File: src/rtl/dbg_bus_master_if.sv
// Host-link and shared-bus signals of the serial debug bus initiator.
interface dbg_bus_master_if;
    logic [7:0]  rx_data;
    logic        rx_valid;
    logic [7:0]  tx_data;
    logic        tx_start;
    logic        tx_busy;
    logic        hold;
    logic        bus_own;
    logic [15:0] AD;
    logic [7:0]  DO;
    logic [7:0]  DI;
    logic        rw;
    logic        vma;
    logic        busy;
    logic        err;

    modport master (
        input  rx_data, rx_valid, tx_busy, DI,
        output tx_data, tx_start, hold, bus_own, AD, DO, rw, vma, busy, err
    );

    modport slave (
        output rx_data, rx_valid, tx_busy, DI,
        input  tx_data, tx_start, hold, bus_own, AD, DO, rw, vma, busy, err
    );
endinterface

File: src/rtl/dbg_bus_master.sv
// Serial debug bus initiator: parses P/W/R commands from the UART byte stream,
// freezes the CPU via hold and runs read/write cycles on the shared bus.
module dbg_bus_master #(
    parameter int unsigned HOLD_WAIT = 2,
    parameter int unsigned TIMEOUT   = 3000000
) (
    input logic              clk,
    input logic              b_reset,
    dbg_bus_master_if.master bus
);

    localparam int unsigned TmoW = (TIMEOUT > 1) ? $clog2(TIMEOUT) : 1;
    localparam int unsigned HwW  = (HOLD_WAIT > 1) ? $clog2(HOLD_WAIT) : 1;
    localparam logic [TmoW-1:0] TmoLast = TmoW'(TIMEOUT - 1);
    localparam logic [HwW-1:0]  HwLast  = HwW'(HOLD_WAIT - 1);

    typedef enum logic [3:0] {
        StIdle, StAddrH, StAddrL, StCount, StHoldReq, StWdata,
        StBusW, StBusR1, StBusR2, StTxWait, StRelease
    } state_e;

    state_e          state_q, state_d;
    logic            is_write_q, is_write_d;
    logic [15:0]     addr_q, addr_d;
    logic [8:0]      cnt_q, cnt_d;
    logic [7:0]      wdata_q, wdata_d;
    logic [7:0]      rdata_q, rdata_d;
    logic [7:0]      tx_data_q, tx_data_d;
    logic            tx_start_q, tx_start_d;
    logic            err_q, err_d;
    logic            ping_q, ping_d;
    logic [TmoW-1:0] tmo_q, tmo_d;
    logic [HwW-1:0]  hw_q, hw_d;

    logic rx_expected;
    logic tmo_exp;
    logic tx_ok;

    // State register and datapath registers; reset aborts any command at once.
    always_ff @(posedge clk or negedge b_reset) begin
        if (!b_reset) begin
            state_q    <= StIdle;
            is_write_q <= 1'b0;
            addr_q     <= '0;
            cnt_q      <= '0;
            wdata_q    <= '0;
            rdata_q    <= '0;
            tx_data_q  <= '0;
            tx_start_q <= 1'b0;
            err_q      <= 1'b0;
            ping_q     <= 1'b0;
            tmo_q      <= '0;
            hw_q       <= '0;
        end else begin
            state_q    <= state_d;
            is_write_q <= is_write_d;
            addr_q     <= addr_d;
            cnt_q      <= cnt_d;
            wdata_q    <= wdata_d;
            rdata_q    <= rdata_d;
            tx_data_q  <= tx_data_d;
            tx_start_q <= tx_start_d;
            err_q      <= err_d;
            ping_q     <= ping_d;
            tmo_q      <= tmo_d;
            hw_q       <= hw_d;
        end
    end

    // Command parser, bus sequencer, reply transmitter and error tracking.
    always_comb begin
        state_d    = state_q;
        is_write_d = is_write_q;
        addr_d     = addr_q;
        cnt_d      = cnt_q;
        wdata_d    = wdata_q;
        rdata_d    = rdata_q;
        tx_data_d  = tx_data_q;
        tx_start_d = 1'b0;
        err_d      = err_q;
        ping_d     = ping_q;
        hw_d       = '0;
        tmo_d      = '0;

        rx_expected = (state_q == StIdle) || (state_q == StAddrH) || (state_q == StAddrL) ||
                      (state_q == StCount) || (state_q == StWdata);
        tmo_exp     = (tmo_q == TmoLast) && !bus.rx_valid;
        // tx_busy lags tx_start by a cycle, so never strobe two cycles in a row
        tx_ok       = !bus.tx_busy && !tx_start_q;

        // Ping reply is handled first so a fresh 'P' in the same cycle stays pending
        if (ping_q && tx_ok && (state_q != StTxWait)) begin
            tx_start_d = 1'b1;
            tx_data_d  = 8'h2E;
            ping_d     = 1'b0;
        end

        unique case (state_q)
            StIdle: begin
                if (bus.rx_valid) begin
                    case (bus.rx_data)
                        8'h50: begin
                            err_d  = 1'b0;
                            ping_d = 1'b1;
                        end
                        8'h57: begin
                            is_write_d = 1'b1;
                            state_d    = StAddrH;
                        end
                        8'h52: begin
                            is_write_d = 1'b0;
                            state_d    = StAddrH;
                        end
                        default: ;
                    endcase
                end
            end
            StAddrH: begin
                if (bus.rx_valid) begin
                    addr_d[15:8] = bus.rx_data;
                    state_d      = StAddrL;
                end else if (tmo_exp) begin
                    err_d   = 1'b1;
                    state_d = StIdle;
                end
            end
            StAddrL: begin
                if (bus.rx_valid) begin
                    addr_d[7:0] = bus.rx_data;
                    state_d     = StCount;
                end else if (tmo_exp) begin
                    err_d   = 1'b1;
                    state_d = StIdle;
                end
            end
            StCount: begin
                if (bus.rx_valid) begin
                    // A count byte of zero stands for 256 transfers
                    cnt_d   = {(bus.rx_data == 8'h00), bus.rx_data};
                    state_d = StHoldReq;
                end else if (tmo_exp) begin
                    err_d   = 1'b1;
                    state_d = StIdle;
                end
            end
            StHoldReq: begin
                hw_d = hw_q + HwW'(1);
                if (hw_q == HwLast) begin
                    state_d = is_write_q ? StWdata : StBusR1;
                end
            end
            StWdata: begin
                if (bus.rx_valid) begin
                    wdata_d = bus.rx_data;
                    state_d = StBusW;
                end else if (tmo_exp) begin
                    err_d   = 1'b1;
                    state_d = StRelease;
                end
            end
            StBusW: begin
                addr_d  = addr_q + 16'd1;
                cnt_d   = cnt_q - 9'd1;
                state_d = (cnt_q == 9'd1) ? StRelease : StWdata;
            end
            StBusR1: begin
                state_d = StBusR2;
            end
            StBusR2: begin
                // Two-cycle access covers the synchronous RAM/ROM read latency
                rdata_d = bus.DI;
                addr_d  = addr_q + 16'd1;
                cnt_d   = cnt_q - 9'd1;
                state_d = StTxWait;
            end
            StTxWait: begin
                if (tx_ok) begin
                    tx_start_d = 1'b1;
                    tx_data_d  = rdata_q;
                    state_d    = (cnt_q == 9'd0) ? StRelease : StBusR1;
                end
            end
            StRelease: begin
                state_d = StIdle;
            end
            default: begin
                state_d = StIdle;
            end
        endcase

        // A byte arriving while the sequencer owns the bus is lost
        if (bus.rx_valid && !rx_expected) begin
            err_d = 1'b1;
        end

        // Inter-byte timer restarts on every received byte and on every state entry
        if ((state_d != state_q) || bus.rx_valid) begin
            tmo_d = '0;
        end else begin
            tmo_d = tmo_q + TmoW'(1);
        end
    end

    assign bus.hold     = (state_q == StHoldReq) || (state_q == StWdata) ||
                          (state_q == StBusW) || (state_q == StBusR1) ||
                          (state_q == StBusR2) || (state_q == StTxWait) ||
                          (state_q == StRelease);
    assign bus.bus_own  = (state_q == StWdata) || (state_q == StBusW) ||
                          (state_q == StBusR1) || (state_q == StBusR2) ||
                          (state_q == StTxWait);
    assign bus.vma      = (state_q == StBusW) || (state_q == StBusR1) || (state_q == StBusR2);
    assign bus.rw       = (state_q != StBusW);
    assign bus.AD       = addr_q;
    assign bus.DO       = wdata_q;
    assign bus.busy     = (state_q != StIdle);
    assign bus.err      = err_q;
    assign bus.tx_data  = tx_data_q;
    assign bus.tx_start = tx_start_q;

endmodule

File: src/flat_wrapper.sv
// flat-port wrapper written by rule: the top's interface ports become plain ports
module dbg_bus_master_flat 
#(
    parameter int unsigned HOLD_WAIT = 2,
    parameter int unsigned TIMEOUT   = 3000000
)
  (clk, b_reset, bus_rx_data, bus_rx_valid, bus_tx_busy, bus_DI, bus_tx_data, bus_tx_start, bus_hold, bus_bus_own, bus_AD, bus_DO, bus_rw, bus_vma, bus_busy, bus_err);
  dbg_bus_master_if bus_i ();
  input logic clk;
  input logic b_reset;
  input wire logic [$bits(bus_i.rx_data)-1:0] bus_rx_data;
  input wire logic [$bits(bus_i.rx_valid)-1:0] bus_rx_valid;
  input wire logic [$bits(bus_i.tx_busy)-1:0] bus_tx_busy;
  input wire logic [$bits(bus_i.DI)-1:0] bus_DI;
  output wire logic [$bits(bus_i.tx_data)-1:0] bus_tx_data;
  output wire logic [$bits(bus_i.tx_start)-1:0] bus_tx_start;
  output wire logic [$bits(bus_i.hold)-1:0] bus_hold;
  output wire logic [$bits(bus_i.bus_own)-1:0] bus_bus_own;
  output wire logic [$bits(bus_i.AD)-1:0] bus_AD;
  output wire logic [$bits(bus_i.DO)-1:0] bus_DO;
  output wire logic [$bits(bus_i.rw)-1:0] bus_rw;
  output wire logic [$bits(bus_i.vma)-1:0] bus_vma;
  output wire logic [$bits(bus_i.busy)-1:0] bus_busy;
  output wire logic [$bits(bus_i.err)-1:0] bus_err;
  assign bus_i.rx_data = bus_rx_data;
  assign bus_i.rx_valid = bus_rx_valid;
  assign bus_i.tx_busy = bus_tx_busy;
  assign bus_i.DI = bus_DI;
  assign bus_tx_data = bus_i.tx_data;
  assign bus_tx_start = bus_i.tx_start;
  assign bus_hold = bus_i.hold;
  assign bus_bus_own = bus_i.bus_own;
  assign bus_AD = bus_i.AD;
  assign bus_DO = bus_i.DO;
  assign bus_rw = bus_i.rw;
  assign bus_vma = bus_i.vma;
  assign bus_busy = bus_i.busy;
  assign bus_err = bus_i.err;
  dbg_bus_master #(.HOLD_WAIT(HOLD_WAIT), .TIMEOUT(TIMEOUT)) u_core (.clk(clk), .b_reset(b_reset), .bus(bus_i));
endmodule
File: config.mk
export PLATFORM = sky130hd
export DESIGN_NAME = dbg_bus_master_flat
export DESIGN_NICKNAME = d
export VERILOG_FILES = /design/src/rtl/dbg_bus_master_if.sv /design/src/rtl/dbg_bus_master.sv /design/src/flat_wrapper.sv
export SDC_FILE = /design/constraint.sdc
export NUM_CORES = 1
export LEC_CHECK = 0
export CAP_MARGIN = 15
export CORE_MARGIN = 8
export CORE_UTILIZATION = 30
export CTS_CLUSTER_DIAMETER = 100
export CTS_CLUSTER_SIZE = 20
export DETAILED_ROUTE_END_ITERATION = 10
export GPL_ROUTABILITY_DRIVEN = 0
export PLACE_DENSITY_LB_ADDON = 0.2
export SLEW_MARGIN = 20
export SYNTH_ARGS = -nofsm -noshare
export SYNTH_HDL_FRONTEND = slang
export SYNTH_SLANG_ARGS = --single-unit
File: constraint.sdc
create_clock -name clk -period 2.85 [get_ports clk]
set_input_delay 0.57 -clock clk [delete_from_list [all_inputs] [get_ports clk]]
set_output_delay 0.57 -clock clk [all_outputs]
set_load 0.05 [all_outputs]
==> out/qor.yml, run 1 <==
status:
  status: "complete, no violations"
logic_synthesis:
  synthesis.nets: 507
  syn-cell-area_sq_mm: 0.00444
  synthDistinctLibCells: 60
  synth_ff_type: "dfrtp_1"
  synth_edf_count: 0
  syn_inst: 482
  ys_seq_area_share_pct: 45.1
  ys_warn_count: 0
  synth-async-reset-ratio_pct: 100
  ys_ff_latch: 80
  avgSynthCellArea_sq_um: 9.20
flow_run:
  drv_cap: 0
setup_path:
  worstPathArrival_ns: 2.21
  required_ns: 2.28
  crit_path_max_fanout: 15
  slowest_delay_ns: 0.75
  critical-path-top-delay-family: "buffers and inverters"
  slowest_stage: "clkdlybuf4s50_1"
  crit_type: "reg2out"
  start_kind: "flop"
  cp.buffers_inverters: 1
  cp-end-kind: "primary output"
  path_cells: "or4_4 > clkdlybuf4s50_1"
place:
  dp_cells: 723
  hpwl_mm: 8.97
  io_buffers: 58
clock_network:
  cts_buffer_depth: 2
  cts_tree: "yes"
  cts_root_buffer: "clkbuf_16"
  cts.htree.levels: 3
  numCtsBuffers: 9
  ctsHoldBuffers: 0
  clock_latency_ns: 0.34
  clkSinkCount: 80
  clk_pin_slew_ns: 0.06
final_layout:
  fin_cells: 739
  layout.nets: 575
  diodes: 0
  syn2layout_area_growth_pct: 26.8
  layout_commonest_cell: "dfrtp_1"
  final_cell_mix: "dfrtp_1, clkdlybuf4s50_1, a21oi_1"
  drive_gt1_share_pct: 13.9
route:
  drt-initial-drc-count: 246
  wl_per_cell_um: 17.0
  drt-vias-per-instance: 5.32
  routed_wl_mm: 12.6
  postRouteAntennaNets: 0
  routed-via-count: 3930
  firstDrtPassIters: 4
  drc: 0
floorplanning:
  rows: 44
  boundaryPins: 59
  die_w_um: 138
  core_area_sq_mm: 0.0145
  die_area_sq_mm: 0.0189
  initial_core_util_pct: 30.6
  die_h_um: 138
grt:
  grt_pass1_vias: 3830
  grt_max_degree: 50
  grt_pass1_wl_mm: 20.3
  track_usage_pct: 13.8
  antenna_found_initial: 0
  grt_remaining_overflow: 0
timing:
  tightestPinTransition_ns: 0.746
  hold_viol_final: 0
  rsz0062_at_grt: "no"
  finalCritPeriodShare_pct: 97.6
  layout_min_cycle_time_ns: 2.78
  tns_ns: 0
  fin_skew_ns: 0.00576
  relSlewSlack_pct: 49.7
  drv_slew: 0
  timing.fmax_ghz: 0.360
  final-setup-viol-count: 0
min_path:
  timing.hold.worst.class: "in2async"
pwr:
  ir_drop_mv: 0.645
  p_per_area_mw_per_mm2: 1000
  leakage_nw: 2.23
==> through the flow <==
step / util, % / power [W] / worst slack (ns) / hold WS [ns] / cell area (sq um)
floorplan: - / 0.00358 / 0.209 / 0.274 / 4440
global placement: 36.7 / 0.00442 / 0.00193 / 0.441 / 5320
detailed placement: 36.7 / 0.00444 / -0.0760 / 0.449 / 5320
CTS: 38.8 / 0.00567 / 0.0541 / 0.180 / 5620
global route: 38.8 / 0.00595 / 0.0286 / 0.199 / 5620
finish: 38.8 / 0.00562 / 0.0689 / 0.174 / 5620
==> registers in the layout, indices dropped and copies added (netlist names) <==
register,count
u_core.tmo_q,22
u_core.bus.AD,16
u_core.cnt_q,9
u_core.bus.DO,8
u_core.bus.tx_data,8
u_core.rdata_q,8
u_core.state_q,4
u_core.bus.err,1
u_core.bus.tx_start,1
u_core.hw_q,1
u_core.is_write_q,1
u_core.ping_q,1
==> layout make-up <==
type,count,area (sq um)
inverters,17,63.8
flip-flops and latches,80,2000
clock buffers,10,239
fillers,1452,8850
multi-input cells,362,2240
repair buffers,80,783
clock inverters,6,66.3
well taps,184,230
==> worst register-to-register path, cell delays in order (launching register included) <==
cell and delay, ns:
dfrtp_1 0.41, ha_1 0.21, nand3_1 0.17, or2_1 0.33, or4b_1 0.58, o2111ai_1 0.14
a221o_2 0.52, nor3_1 0.15
==> power by group <==
part,switching [W],internal [W],leakage [nW]
logic,0.00171,0.000951,1.05
clock network,0.000488,0.000707,0.153
registers,0.000313,0.00145,1.02
==> synth_stat cells, types with 3 or more instances <==
library cell / n / share of area [%]
dfrtp_1: 80 / 45
a21oi_1: 42 / 4.7
nor2_1: 40 / 3.4
o21ai_0: 36 / 4.1
nand2_1: 34 / 2.9
nor3_1: 32 / 3.6
nand3_1: 30 / 3.4
xnor2_1: 18 / 3.6
inv_1: 17 / 1.4
mux2_2: 15 / 3.8
clkbuf_1: 9 / 0.76
buf_2: 7 / 0.79
o22ai_1: 7 / 0.99
nand2b_1: 6 / 0.85
nand4_1: 6 / 0.85
a22o_1: 5 / 0.99
buf_6: 5 / 1.3
ha_1: 5 / 1.4
nor3_2: 5 / 1.1
nor3b_1: 5 / 0.85
nor4_1: 5 / 0.71
o31ai_1: 5 / 0.85
xor2_1: 5 / 0.99
a31oi_1: 4 / 0.56
and3_1: 4 / 0.56
o22a_1: 4 / 0.79
or2_2: 4 / 0.56
a2bb2oi_1: 3 / 0.59
o21a_1: 3 / 0.51
==> cell families (layout without fill, tap and decap cells) <==
group | after synthesis | after routing | synth area share [%]
DFF | 80 | 80 | 45.1
and+or+nand+nor | 192 | 192 | 22.8
AOI/OAI and AO/OA | 125 | 125 | 17.4
xor gates and xnor gates | 23 | 23 | 4.54
muxes | 17 | 17 | 4.26
adders and majority gates | 5 | 5 | 1.41
buffers and inverters | 40 | 113 | 4.46
==> path summary, 6_finish.rpt <==
| kind | slack, ns | cells past startpoint | to | startpoint |
|---|---|---|---|---|
| max | 0.07 | 2 | bus_busy | u_core.state_q[1] |
| min | 0.17 | 1 | u_core.tmo_q[13] | b_reset |
| max reg2reg | 0.20 | 7 | u_core.tmo_q[16] | u_core.tmo_q[0] |
| min reg2reg | 0.46 | 1 | u_core.hw_q | u_core.hw_q |
| max in group asynchronous | 2.05 | 2 | u_core.bus.tx_data[3] | b_reset |
| min in group clk | 0.46 | 1 | u_core.hw_q | u_core.hw_q |
==> metal layers <==
metal  vias to the layer above  global-route usage, %  share of wire (%)
li1                       1890                      -                  -
met1                      1915                   18.4                 47
met2                       105                   20.5                 46
met3                        20                   3.72                5.4
met4                         0                   5.91                1.9
met5                         -                      0                  0
==> timing repair <==
item / in CTS / in global routing
resized for setup: 0 / 1
setup buffers: 0 / 0
hold endpoints to repair: 0 / 0
setup endpoints to repair: 0 / 1
No activity file was read; power rests on OpenSTA's default activity.
==> inputs of run 2 (changes only) <==
Settings changed: PLACE_DENSITY_LB_ADDON 0.2 to default.
==> run 2 against run 1 <==
Clock power down 12%. Design area down 0.87%. Combinational power about the same. Worst hold slack better by 0.086 ns. Fmax down 0.49%. Non-clock buffer count unchanged. Critical path depth unchanged. Sequential share of layout area up 0.31 points. Routed wire length down 3.2%. First-iteration DRC count up 46%. Critical path type unchanged. Largest power group unchanged.
==> out/qor.yml, run 2 (synthesis gave the netlist of run 1 again) <==
final_layout:
  layout.nets: 575  # unchanged
  top_register: "u_core.tmo_q"  # unchanged
  fin_cells: 739  # unchanged
  final_cell_mix: "dfrtp_1, clkdlybuf4s50_1, a21oi_1"  # unchanged
  syn2layout_area_growth_pct: 25.7  # was 26.8%
  regArea_sq_mm: 0.00200  # unchanged
  diodes: 0  # unchanged
  layout_commonest_cell: "dfrtp_1"  # unchanged
  multi_input_area_sq_mm: 0.00224  # unchanged
  nFillCells: 1438  # was 1452
  drive_gt1_share_pct: 13.5  # was 13.9%
  largest_reg_flops: 22  # unchanged
clock_network:
  numCtsBuffers: 9  # unchanged
  clk_pin_slew_ns: 0.06  # about the same
  ctsHoldBuffers: 0  # unchanged
  cts_root_buffer: "clkbuf_16"  # unchanged
  cts_tree: "yes"  # unchanged
  postCtsResizedCells: 0  # unchanged
  cts_setup_buffers: 0  # unchanged
  clock_latency_ns: 0.34  # about the same
  clkSinkCount: 80  # unchanged
  cts.htree.levels: 3  # unchanged
  cts_buffer_depth: 2  # unchanged
route:
  drc: 0  # unchanged
  drt-initial-drc-count: 360  # was 246
  postRouteAntennaNets: 0  # unchanged
  wl_per_cell_um: 16.4  # was 17.0 um
  drt-vias-per-instance: 5.30  # was 5.32
  routed-via-count: 3919  # was 3930
  firstDrtPassIters: 5  # was 4
  routed_wl_mm: 12.2  # was 12.6 mm
floorplanning:
  boundaryPins: 59  # unchanged
  die_h_um: 138  # unchanged
  rows: 44  # unchanged
  die_w_um: 138  # unchanged
  die_area_sq_mm: 0.0189  # unchanged
  initial_core_util_pct: 30.6  # unchanged
  core_area_sq_mm: 0.0145  # unchanged
setup_path:
  slowest_stage: "clkdlybuf4s50_1"  # unchanged
  crit_type: "reg2out"  # unchanged
  cp-end-kind: "primary output"  # unchanged
  crit_path_max_fanout: 15  # unchanged
  rrSetupSlack_ns: 0.23  # was 0.20 ns
  path_cells: "or4_4 > clkdlybuf4s50_1"  # unchanged
  r2r_start: "u_core.tmo_q[0]"  # unchanged
  slowest_delay_ns: 0.73  # was 0.75 ns
  critical-path-top-delay-family: "buffers and inverters"  # unchanged
  worstPathArrival_ns: 2.22  # was 2.21 ns
  reg2reg_to: "u_core.tmo_q[5]"  # was u_core.tmo_q[16]
  start_kind: "flop"  # unchanged
  cp.buffers_inverters: 1  # unchanged
  reg2reg_depth: 7  # unchanged
  required_ns: 2.28  # about the same
timing:
  hold_viol_final: 0  # unchanged
  drv_slew: 0  # unchanged
  tns_ns: 0  # unchanged
  holdWs_ns: 0.260  # was 0.174 ns
  rsz0062_at_grt: "no"  # unchanged
  tightestPinTransition_ns: 0.740  # was 0.746 ns
  final-setup-viol-count: 0  # unchanged
  relSlewSlack_pct: 50.6  # was 49.7%
  layout_min_cycle_time_ns: 2.79  # was 2.78 ns
  fin_skew_ns: 0.00695  # was 0.00576 ns
  timing.fmax_ghz: 0.358  # was 0.360 GHz
  finalCritPeriodShare_pct: 98.1  # was 97.6%
grt:
  grt_remaining_overflow: 0  # unchanged
  antenna_found_initial: 0  # unchanged
  grt_pass1_wl_mm: 19.9  # was 20.3 mm
  grt_max_degree: 81  # was 50
  track_usage_pct: 13.2  # was 13.8%
  grt_pass1_vias: 3818  # was 3830
pwr:
  p_per_area_mw_per_mm2: 981  # was 1000 mW/mm^2
  p_total_w: 0.00547  # was 0.00562 W
  ir_drop_mv: 0.591  # was 0.645 mV
  leakage_nw: 2.21  # was 2.23 nW
flow_run:
  drv_cap: 0  # unchanged
place:
  dp_cells: 723  # unchanged
  io_buffers: 58  # unchanged
  hpwl_mm: 8.66  # was 8.97 mm
min_path:
  timing.hold.worst.class: "in2async"  # unchanged
status:
  status: "complete, no violations"  # unchanged
## run 2: area by class of cell
class	instances	share of cell area, %
Sequential cell	80	35.9
Inverter	17	1.14
Clock buffer	11	4.17
Clock inverter	5	0.583
Timing Repair Buffer	80	13.9
Tap cell	184	4.13
Multi-Input combinational cell	362	40.2
## run 2: routing by layer
metal	GRT usage, %	wire length [um]	up-vias
met5	0	0	-
li1	-	-	1885
met2	20.3	5630	129
met3	4.41	770	24
met4	5.19	276	0
met1	16.9	5470	1881
## run 2: where the power goes
group	internal, W	switching (W)
clock	0.000590	0.000456
combinational	0.000948	0.00171
sequential	0.00145	0.000314
## run 2: worst max path at each step
stage	startpoint	endpoint	cells past startpoint
after floorplan	u_core.state_q[2]	bus_vma	3
after global placement	bus_rx_data[3]	u_core.tmo_q[10]	8
after detailed placement	bus_rx_data[3]	u_core.tmo_q[18]	8
after CTS	u_core.state_q[1]	bus_busy	2
after global routing	u_core.state_q[1]	bus_busy	2
final	u_core.state_q[1]	bus_busy	2
## run 2: through the flow
step,worst slack [ns],util [%],instance area [sq um]
detailed placement,-0.164,36.6,5310
global placement,-0.0951,36.6,5310
finish,0.0551,38.5,5580
global route,0.00965,38.5,5580
CTS,0.0421,38.5,5570
floorplan,0.209,-,4440
==> inputs of run 3 (changes only) <==
Settings changed: HOLD_SLACK_MARGIN from default to 0.02.
==> results of run 3 <==
No change in the layout: final DEF, timing and power equal those of run 2.
